==> src/rtl/muldiv_if.sv <==
// Handshake and result bus between the control path and the multiply/divide unit.
interface muldiv_if #(
  parameter int unsigned WIDTH = 32
);
  logic             start;
  logic [2:0]       op;
  logic [WIDTH-1:0] a;
  logic [WIDTH-1:0] b;
  logic             flush;
  logic             busy;
  logic             done;
  logic [WIDTH-1:0] hi;
  logic [WIDTH-1:0] lo;

  // Control path side: issues requests, observes status and HI/LO.
  modport master (
    output start, op, a, b, flush,
    input  busy, done, hi, lo
  );

  // Unit side: owns HI/LO and the status flags.
  modport slave (
    input  start, op, a, b, flush,
    output busy, done, hi, lo
  );
endinterface

==> src/rtl/muldiv_unit.sv <==
// Iterative multiply/divide unit owning the architectural HI/LO pair.
// Works on magnitudes one bit per cycle and applies sign correction in a final FIX cycle.
module muldiv_unit #(
  parameter int unsigned WIDTH = 32,
  parameter int unsigned CW    = $clog2(WIDTH)
) (
  input logic    clk,
  input logic    reset,
  muldiv_if.slave bus
);

  localparam logic [2:0] OpMultu = 3'b000;
  localparam logic [2:0] OpMult  = 3'b001;
  localparam logic [2:0] OpDivu  = 3'b010;
  localparam logic [2:0] OpDiv   = 3'b011;
  localparam logic [2:0] OpMthi  = 3'b100;
  localparam logic [2:0] OpMtlo  = 3'b101;

  typedef enum logic [1:0] {StIdle, StCalc, StFix} state_e;

  state_e           r_state;
  logic [CW-1:0]    r_cnt;
  logic [WIDTH-1:0] r_acc;    // high partial product / running remainder
  logic [WIDTH-1:0] r_mq;     // multiplier shifting out / quotient shifting in
  logic [WIDTH-1:0] r_md;     // multiplicand / divisor magnitude
  logic             r_is_div;
  logic             r_neg_q;  // negate product or quotient
  logic             r_neg_r;  // negate remainder (dividend sign)
  logic             r_div0;
  logic             r_busy;
  logic             r_done;
  logic [WIDTH-1:0] r_hi;
  logic [WIDTH-1:0] r_lo;

  // Operand magnitudes for signed ops (op[0] set); unsigned ops pass through.
  logic             w_signed;
  logic [WIDTH-1:0] w_mag_a;
  logic [WIDTH-1:0] w_mag_b;
  assign w_signed = bus.op[0];
  assign w_mag_a  = (w_signed && bus.a[WIDTH-1]) ? -bus.a : bus.a;
  assign w_mag_b  = (w_signed && bus.b[WIDTH-1]) ? -bus.b : bus.b;

  // Shift-add multiply step: {acc,mq} shifts right, adding md when the LSB is set.
  logic [WIDTH:0]   w_mul_sum;
  logic [WIDTH-1:0] w_mul_acc;
  logic [WIDTH-1:0] w_mul_mq;
  assign w_mul_sum = {1'b0, r_acc} + (r_mq[0] ? {1'b0, r_md} : '0);
  assign w_mul_acc = w_mul_sum[WIDTH:1];
  assign w_mul_mq  = {w_mul_sum[0], r_mq[WIDTH-1:1]};

  // Restoring divide step: shift the next dividend bit in, keep the difference if no borrow.
  logic [WIDTH:0]   w_rem_sh;
  logic [WIDTH+1:0] w_diff;
  logic             w_borrow;
  logic [WIDTH-1:0] w_div_acc;
  logic [WIDTH-1:0] w_div_mq;
  assign w_rem_sh  = {r_acc, r_mq[WIDTH-1]};
  assign w_diff    = {1'b0, w_rem_sh} - {2'b00, r_md};
  assign w_borrow  = w_diff[WIDTH+1];
  assign w_div_acc = w_borrow ? w_rem_sh[WIDTH-1:0] : w_diff[WIDTH-1:0];
  assign w_div_mq  = {r_mq[WIDTH-2:0], ~w_borrow};

  // Final sign correction. With a zero divisor the remainder register ends up holding |a|,
  // so re-applying the dividend sign returns the original operand.
  logic [2*WIDTH-1:0] w_prod;
  logic [2*WIDTH-1:0] w_prod_fix;
  logic [WIDTH-1:0]   w_quo_fix;
  logic [WIDTH-1:0]   w_rem_fix;
  assign w_prod     = {r_acc, r_mq};
  assign w_prod_fix = r_neg_q ? -w_prod : w_prod;
  assign w_quo_fix  = r_div0 ? '1 : (r_neg_q ? -r_mq : r_mq);
  assign w_rem_fix  = r_neg_r ? -r_acc : r_acc;

  // Control FSM, datapath iteration and registered outputs.
  always_ff @(posedge clk) begin
    if (reset) begin
      r_state  <= StIdle;
      r_cnt    <= '0;
      r_acc    <= '0;
      r_mq     <= '0;
      r_md     <= '0;
      r_is_div <= 1'b0;
      r_neg_q  <= 1'b0;
      r_neg_r  <= 1'b0;
      r_div0   <= 1'b0;
      r_busy   <= 1'b0;
      r_done   <= 1'b0;
      r_hi     <= '0;
      r_lo     <= '0;
    end else begin
      r_done <= 1'b0;
      unique case (r_state)
        StIdle: begin
          if (bus.start) begin
            case (bus.op)
              OpMultu, OpMult, OpDivu, OpDiv: begin
                r_is_div <= bus.op[1];
                r_acc    <= '0;
                r_mq     <= w_mag_a;
                r_md     <= w_mag_b;
                r_neg_q  <= w_signed & (bus.a[WIDTH-1] ^ bus.b[WIDTH-1]);
                r_neg_r  <= w_signed & bus.a[WIDTH-1];
                r_div0   <= (bus.b == '0);
                r_cnt    <= CW'(WIDTH - 1);
                r_busy   <= 1'b1;
                r_state  <= StCalc;
              end
              OpMthi: begin
                r_hi   <= bus.a;
                r_done <= 1'b1;
              end
              OpMtlo: begin
                r_lo   <= bus.a;
                r_done <= 1'b1;
              end
              default: ;
            endcase
          end
        end
        StCalc: begin
          if (bus.flush) begin
            r_state <= StIdle;
            r_busy  <= 1'b0;
          end else begin
            if (r_is_div) begin
              r_acc <= w_div_acc;
              r_mq  <= w_div_mq;
            end else begin
              r_acc <= w_mul_acc;
              r_mq  <= w_mul_mq;
            end
            if (r_cnt == '0) begin
              r_state <= StFix;
            end else begin
              r_cnt <= r_cnt - CW'(1);
            end
          end
        end
        StFix: begin
          r_state <= StIdle;
          r_busy  <= 1'b0;
          if (!bus.flush) begin
            if (r_is_div) begin
              r_hi <= w_rem_fix;
              r_lo <= w_quo_fix;
            end else begin
              r_hi <= w_prod_fix[2*WIDTH-1:WIDTH];
              r_lo <= w_prod_fix[WIDTH-1:0];
            end
            r_done <= 1'b1;
          end
        end
        default: begin
          r_state <= StIdle;
          r_busy  <= 1'b0;
        end
      endcase
    end
  end

  assign bus.busy = r_busy;
  assign bus.done = r_done;
  assign bus.hi   = r_hi;
  assign bus.lo   = r_lo;

endmodule

==> src/flat_wrapper.sv <==
// flat-port wrapper written by rule: the top's interface ports become plain ports
module muldiv_unit_flat 
#(
  parameter int unsigned WIDTH = 32,
  parameter int unsigned CW    = $clog2(WIDTH)
)
  (clk, reset, bus_start, bus_op, bus_a, bus_b, bus_flush, bus_busy, bus_done, bus_hi, bus_lo);
  muldiv_if #(.WIDTH(WIDTH)) bus_i ();
  input logic clk;
  input logic reset;
  input wire logic [$bits(bus_i.start)-1:0] bus_start;
  input wire logic [$bits(bus_i.op)-1:0] bus_op;
  input wire logic [$bits(bus_i.a)-1:0] bus_a;
  input wire logic [$bits(bus_i.b)-1:0] bus_b;
  input wire logic [$bits(bus_i.flush)-1:0] bus_flush;
  output wire logic [$bits(bus_i.busy)-1:0] bus_busy;
  output wire logic [$bits(bus_i.done)-1:0] bus_done;
  output wire logic [$bits(bus_i.hi)-1:0] bus_hi;
  output wire logic [$bits(bus_i.lo)-1:0] bus_lo;
  assign bus_i.start = bus_start;
  assign bus_i.op = bus_op;
  assign bus_i.a = bus_a;
  assign bus_i.b = bus_b;
  assign bus_i.flush = bus_flush;
  assign bus_busy = bus_i.busy;
  assign bus_done = bus_i.done;
  assign bus_hi = bus_i.hi;
  assign bus_lo = bus_i.lo;
  muldiv_unit #(.WIDTH(WIDTH), .CW(CW)) u_core (.clk(clk), .reset(reset), .bus(bus_i));
endmodule
==> config.mk <==
export PLATFORM = sky130hd
export DESIGN_NAME = muldiv_unit_flat
export DESIGN_NICKNAME = d
export VERILOG_FILES = /design/src/rtl/muldiv_if.sv /design/src/rtl/muldiv_unit.sv /design/src/flat_wrapper.sv
export SDC_FILE = /design/constraint.sdc
export NUM_CORES = 1
export LEC_CHECK = 0
export ABC_AREA = 1
export CELL_PAD_IN_SITES_DETAIL_PLACEMENT = 0
export CELL_PAD_IN_SITES_GLOBAL_PLACEMENT = 1
export CORE_MARGIN = 5
export CORE_UTILIZATION = 44
export DETAILED_ROUTE_END_ITERATION = 7
export PLACE_DENSITY = 0.95
export SLEW_MARGIN = 5
export SYNTH_ARGS = -nofsm -noshare
export SYNTH_HDL_FRONTEND = slang
export SYNTH_SLANG_ARGS = --single-unit
==> constraint.sdc <==
create_clock -name clk -period 3.7 [get_ports clk]
set_input_delay 0.74 -clock clk [delete_from_list [all_inputs] [get_ports clk]]
set_output_delay 0.74 -clock clk [all_outputs]
set_load 0.005 [all_outputs]
=== Word level (Yosys, flattened, before mapping) ===
Cells that the tools add are included.

* Bits in registers: 173
* Input bits: 71
* Output and inout bits: 66
* Word-level logic and storage cells: 104

* $add $sub $neg: 8
* Equal/unequal tests: 16
* Multiplexer cells: 46
* Bitwise gates (word level): 4
* Reduce and logical (&&, ||, !) cells: 17

{| class="wikitable"
|+ Operators with widths
! cell !! number
|-
| $mux 32 || 23
|-
| $pmux 32 s2 || 4
|-
| $neg 32->32 || 4
|-
| $mux 64 || 1
|-
| $neg 64->64 || 1
|-
| $sub 33x32->34 || 1
|-
| $add 32x33->33 || 1
|-
| $logic_not 32->1 || 1
|-
| $mux 5 || 4
|-
| $ne 2x2->1 const B || 8
|-
| $reduce_and 4->1 || 3
|-
| $pmux 5 s2 || 1
|-
| $reduce_and 3->1 || 3
|-
| $mux 2 || 4
|-
| $eq 3x2->1 const B || 2
|-
| $eq 3x3->1 const B || 2
|-
| $mux 1 || 6
|-
| $logic_not 5->1 || 1
|-
| $reduce_and 5->1 || 1
|-
| $sub 5x1->5 const B || 1
|-
| $pmux 1 s2 || 2
|-
| $pmux 2 s2 || 1
|-
| $reduce_bool 2->1 || 2
|-
| $reduce_or 4->1 || 1
|-
| other kinds (11) || 13
|}

=== Longest topological paths before layout ===
* Depth in word-level cells: 6
* Gate-level depth with buffers: 21
* Mapped depth without buffers: 19

=== Least setup slack after synthesis ===
Ideal clock, no wire load.

* Path kind: reg2reg
* Start: register u_core.r_mq[0]
* End: register u_core.r_acc[15]
* Setup time: 0.132 ns
* Arrival time: 2.382 ns
* Data required time: 3.568 ns
* Slack: 1.186 ns
* Stages on the path, launching flop included: 20
* Path buffers: 2
* Clock period less this slack: 2.514 ns
* Path through: dfxtp_1 -> buf_2 -> clkbuf_1 -> nand2_1 -> inv_1 -> ha_1 -> inv_1 -> fa_1 -> inv_1 -> nand3_1 -> nand3_1 -> nand2_1 -> nand2_1 -> nand2_1 -> nand3_1 -> nand2_1 -> o21ai_0 -> inv_1 -> nand3_1 -> a21oi_1

* Word-level cells in the longest chain between the ends: 5

{| class="wikitable"
|+ RTL lines
! element !! RTL line !! text
|-
| from (decl) || muldiv_unit.sv:24 || <nowiki>logic [WIDTH-1:0] r_mq;</nowiki>
|-
| from (signal assigned) || muldiv_unit.sv:99 || <nowiki>r_mq <= w_mag_a;</nowiki>
|-
| from (signal assigned) || muldiv_unit.sv:127 || <nowiki>r_mq <= w_div_mq;</nowiki>
|-
| from (signal assigned) || muldiv_unit.sv:130 || <nowiki>r_mq <= w_mul_mq;</nowiki>
|-
| $mux 32 || muldiv_unit.sv:47 || <nowiki>assign w_mul_sum = {1'b0, r_acc} + (r_mq[0] ? {1'b0, r_md} : '0);</nowiki>
|-
| $add 32x33->33 || muldiv_unit.sv:47 ||
|-
| $mux 32 || muldiv_unit.sv:125 || <nowiki>if (r_is_div) begin</nowiki>
|-
| $mux 32 || muldiv_unit.sv:121 || <nowiki>if (bus.flush) begin</nowiki>
|-
| $pmux 32 s2 || muldiv_unit.sv:92 || <nowiki>unique case (r_state)</nowiki>
|-
| to (signal assigned) || muldiv_unit.sv:126 || <nowiki>r_acc <= w_div_acc;</nowiki>
|-
| to (signal assigned) || muldiv_unit.sv:129 || <nowiki>r_acc <= w_mul_acc;</nowiki>
|-
| to (decl) || muldiv_unit.sv:23 || <nowiki>logic [WIDTH-1:0] r_acc;</nowiki>
|}

Every way passes these cells. The select of a mux whose other input is x is not followed.
A chain may end at the register's enable or synchronous reset.

=== Worst setup path in the final report ===
* Start: register u_core.r_md[18]
* End: register u_core.r_acc[20]

* Word-level cells in the longest chain between the ends: 5
* Elaborated cells between the ends (all ways): 7
* Classes of those cells: add/sub (2); mux (5)

{| class="wikitable"
|+ RTL lines
! element !! RTL line !! text
|-
| from (decl) || muldiv_unit.sv:25 || <nowiki>logic [WIDTH-1:0] r_md;</nowiki>
|-
| from (signal assigned) || muldiv_unit.sv:100 || <nowiki>r_md <= w_mag_b;</nowiki>
|-
| $mux 32 or $sub 33x32->34 (tied branches) || muldiv_unit.sv:47, muldiv_unit.sv:58 ||
|-
| $add 32x33->33 or $mux 32 (tied branches) || muldiv_unit.sv:47, muldiv_unit.sv:60 ||
|-
| $mux 32 (*) || muldiv_unit.sv:125 ||
|-
| $mux 32 (*) || muldiv_unit.sv:121 ||
|-
| $pmux 32 s2 (*) || muldiv_unit.sv:92 ||
|}

Every way passes the cells marked *; elsewhere a longest branch is shown, timed or not. The select of a mux whose other input is x is not followed.

==> qor.csv <==
metric,value,unit
status,completed,
post-synthesis cell type count,47,
Antenna Cells,0,
CTS Hold Buffers Added,0,
Sink Count,173,
I/O Buffers,136,
core box area,38830,um^2
Global Route Usage Sum,33.53,%
Lkg Pwr,9.977,nW
DR pass1 iterations,6,
vias,21350,
critical path arrival,3.29,ns
Die ar.,43510,um^2
worst-path cell chain,"inv_1, ha_1, nand2_1, nor2_1, nand2_1, nor2_2, nand2_4, nand2_8, nand2_2, nand2_1, nand2_1, nand2_1, a21oi_1",
slowest library cell on the worst path,dfxtp_1,
Detail Route Antenna Nets,0,
Nets,3384,
Max Freq,338.8,MHz
Synth area leader,dfxtp_1,
Layout area overhead,14.35,%
Die Ht,208.6,um
first-pass GRT wire length,114500,um
Final HPWL DP,60410,um
Period minus WS final,2.952,ns
DRT met1 WL,34970,um
Starting Density,44.69,%
mapped cell area,17350,um^2
sequential share of the synthesized area,19.96,%
Pins Over Slew Limit,0,
post-CTS sizing,0,
GPL Wtd Cong,1.015,
relative slew slack,31.75,%
fin crit share,79.78,%
# DRC,0,
Design Power,6.064,mW
worst hold path class,flop to flop,
maximum VDD drop,0.3545,mV
Worst path most repeated cell,nand2_1,
Yosys top cell area share,19.96,%
asr flop ratio synth,0,%
Synth Instances,3159,
Crit Path Max Fanout,34,
Setup Skew,0.01745,ns
initial antenna violation count,2,
H-tree depth,4,
Die Wd,208.6,um
"Hold Vio Cnt, Final",0,
worst-margin pin slew,1.024,ns
Avg Vias per Cell,5.659,
Row Count,72,
Ys Warns,0,
WL met2,31160,um
unrepaired setup endpoints after global routing,no,
post-route setup TNS,0,ns
syn_nets,3302,
crit end category,flop,
I/O pin count,137,
vias in the first global route,18910,
drt total wl,76490,um
1st-iter DRT viols,2579,
CTS tree,done,
worst path required time,4.04,ns
total of max-cap violations,0,
Clock Pin Slew Worst Setup and Hold Paths,0.08,ns
Crit Path Category,flop to flop,
ys flop type,dfxtp_1,
layout cells sized above 1,4.302,%
clk root buf,clkbuf_16,
WL/cell,20.28,um
PwrDens,305.6,nW/um^2
CP startpoint kind,flop,
GRT Residual Overflow,0,
highest routed layer,met4,
"FF+latch count, synth",173,
setup bufs post-CTS,0,
clk_lat worst skew,0.48,ns
top post-synthesis cells by area,"dfxtp_1, nand2_1, inv_1, o21ai_0, nand3_1",
TritonCTS buffer count,17,
largest net degree at the start of global routing,97,
number of flops mapped to enable cells by yosys,0,
Setup-failing EPs final,0,
Mean Syn Cell Area,5.493,um^2
Clock Path Buffers,2,
met3 WL post-DR,8889,um
"slowest stage delay, CP",0.49,ns
## power breakdown
group | internal [mW] | switching [mW] | total [mW] | leakage [nW]
combinational | 0.625 | 1.29 | 1.92 | 8.26
clock | 1.09 | 0.937 | 2.03 | 0.301
sequential | 1.97 | 0.149 | 2.12 | 1.42
## worst max-delay path: cells and delay by family, from the launching register on
| family | cells | cell delay, ns |
|---|---|---|
| adders and majority gates | 1 | 0.41 |
| DFF | 1 | 0.49 |
| buffers and inverters | 1 | 0.16 |
| AOI/OAI and AO/OA | 1 | 0.05 |
| and+or+nand+nor | 10 | 1.70 |
## synth_stat cells, types with 8 or more instances
library cell,n
a21oi_1,255
a31oi_1,46
and2_1,8
buf_1,15
buf_2,25
clkbuf_1,69
dfxtp_1,173
ha_1,70
inv_1,498
inv_2,12
nand2_1,882
nand3_1,260
nand3b_1,16
nand4_1,44
nor2_1,323
nor2_2,11
nor3_1,33
o211ai_1,9
o21ai_0,279
o21ai_1,12
xnor2_1,19
xor2_1,23
## cell usage in the layout (no fill, tap or decap), types with 17 or more instances in the layout
cell type / n
xnor2_1: 19
nand3_1: 260
nor3_1: 33
nand4_1: 44
clkdlybuf4s50_1: 135
buf_4: 38
o21ai_0: 279
clkbuf_16: 17
ha_1: 70
xor2_1: 23
a31oi_1: 46
dfxtp_1: 171
nor2_1: 321
nand2_1: 882
inv_1: 497
a21oi_1: 255
## final timing paths
path	slack (ns)	cells after the start	startpoint	endpoint
setup / recovery	0.75	13	u_core.r_md[18]$_SDFFE_PP0P_	u_core.r_acc[20]$_SDFFE_PP0P_
hold / removal	0.49	2	u_core.bus.busy$_SDFFE_PP0P_	u_core.bus.busy$_SDFFE_PP0P_
setup reg to reg	0.75	13	u_core.r_md[18]$_SDFFE_PP0P_	u_core.r_acc[20]$_SDFFE_PP0P_
hold reg to reg	0.49	2	u_core.bus.busy$_SDFFE_PP0P_	u_core.bus.busy$_SDFFE_PP0P_
## metal layers
metal	track usage [%]	up-vias
met4	7.021	0
met2	48.46	1104
met1	50.09	9824
met3	8.878	88
met5	0	-
li1	-	10330
## final cells by class
type	count	area (um^2)
Clock inverter	15	196.4
Multi-Input combinational cell	2362	11510
Inverter	511	1918
Tap cell	518	648.1
Sequential cell	173	3466
Timing Repair Buffer	176	1682
Fill cell	4163	18980
Clock buffer	17	425.4
## logic make-up after synthesis
family | after synthesis | synth area share (%)
adder cells (fa/ha/maj) | 72 | 5.278
XOR/XNOR | 42 | 2.120
AO/OA/AOI/OAI | 631 | 19.27
AND/OR/NAND/NOR | 1617 | 39.53
buffers and inverters | 624 | 13.85
flip-flops | 173 | 19.96
## sequential cells by signal, indices dropped and copies added (netlist names), 2 cells and up
signal and cells:
u_core.bus.hi 32, u_core.bus.lo 32, u_core.r_acc 32, u_core.r_cnt 5
u_core.r_md 32, u_core.r_mq 32, u_core.r_state 2
## stage by stage
| step | utilization (%) | hold slack, ns | worst slack, ns | cells | cell area (um^2) |
|---|---|---|---|---|---|
| 4_1_cts | 51.11 | 0.4962 | 0.8243 | 3772 | 19840 |
| 3_3_place_gp | 49.50 | 0.4725 | 0.7323 | 3740 | 19220 |
| 3_5_place_dp | 49.50 | 0.4836 | 0.6785 | 3740 | 19220 |
| 5_1_grt | 51.11 | 0.5449 | 0.5217 | 3772 | 19840 |
| 6_report | 51.11 | 0.4939 | 0.7483 | 3772 | 19840 |
| 2_1_floorplan | - | 0.4667 | 1.186 | 3159 | 17350 |
No activity file was read; power rests on OpenSTA's default activity.
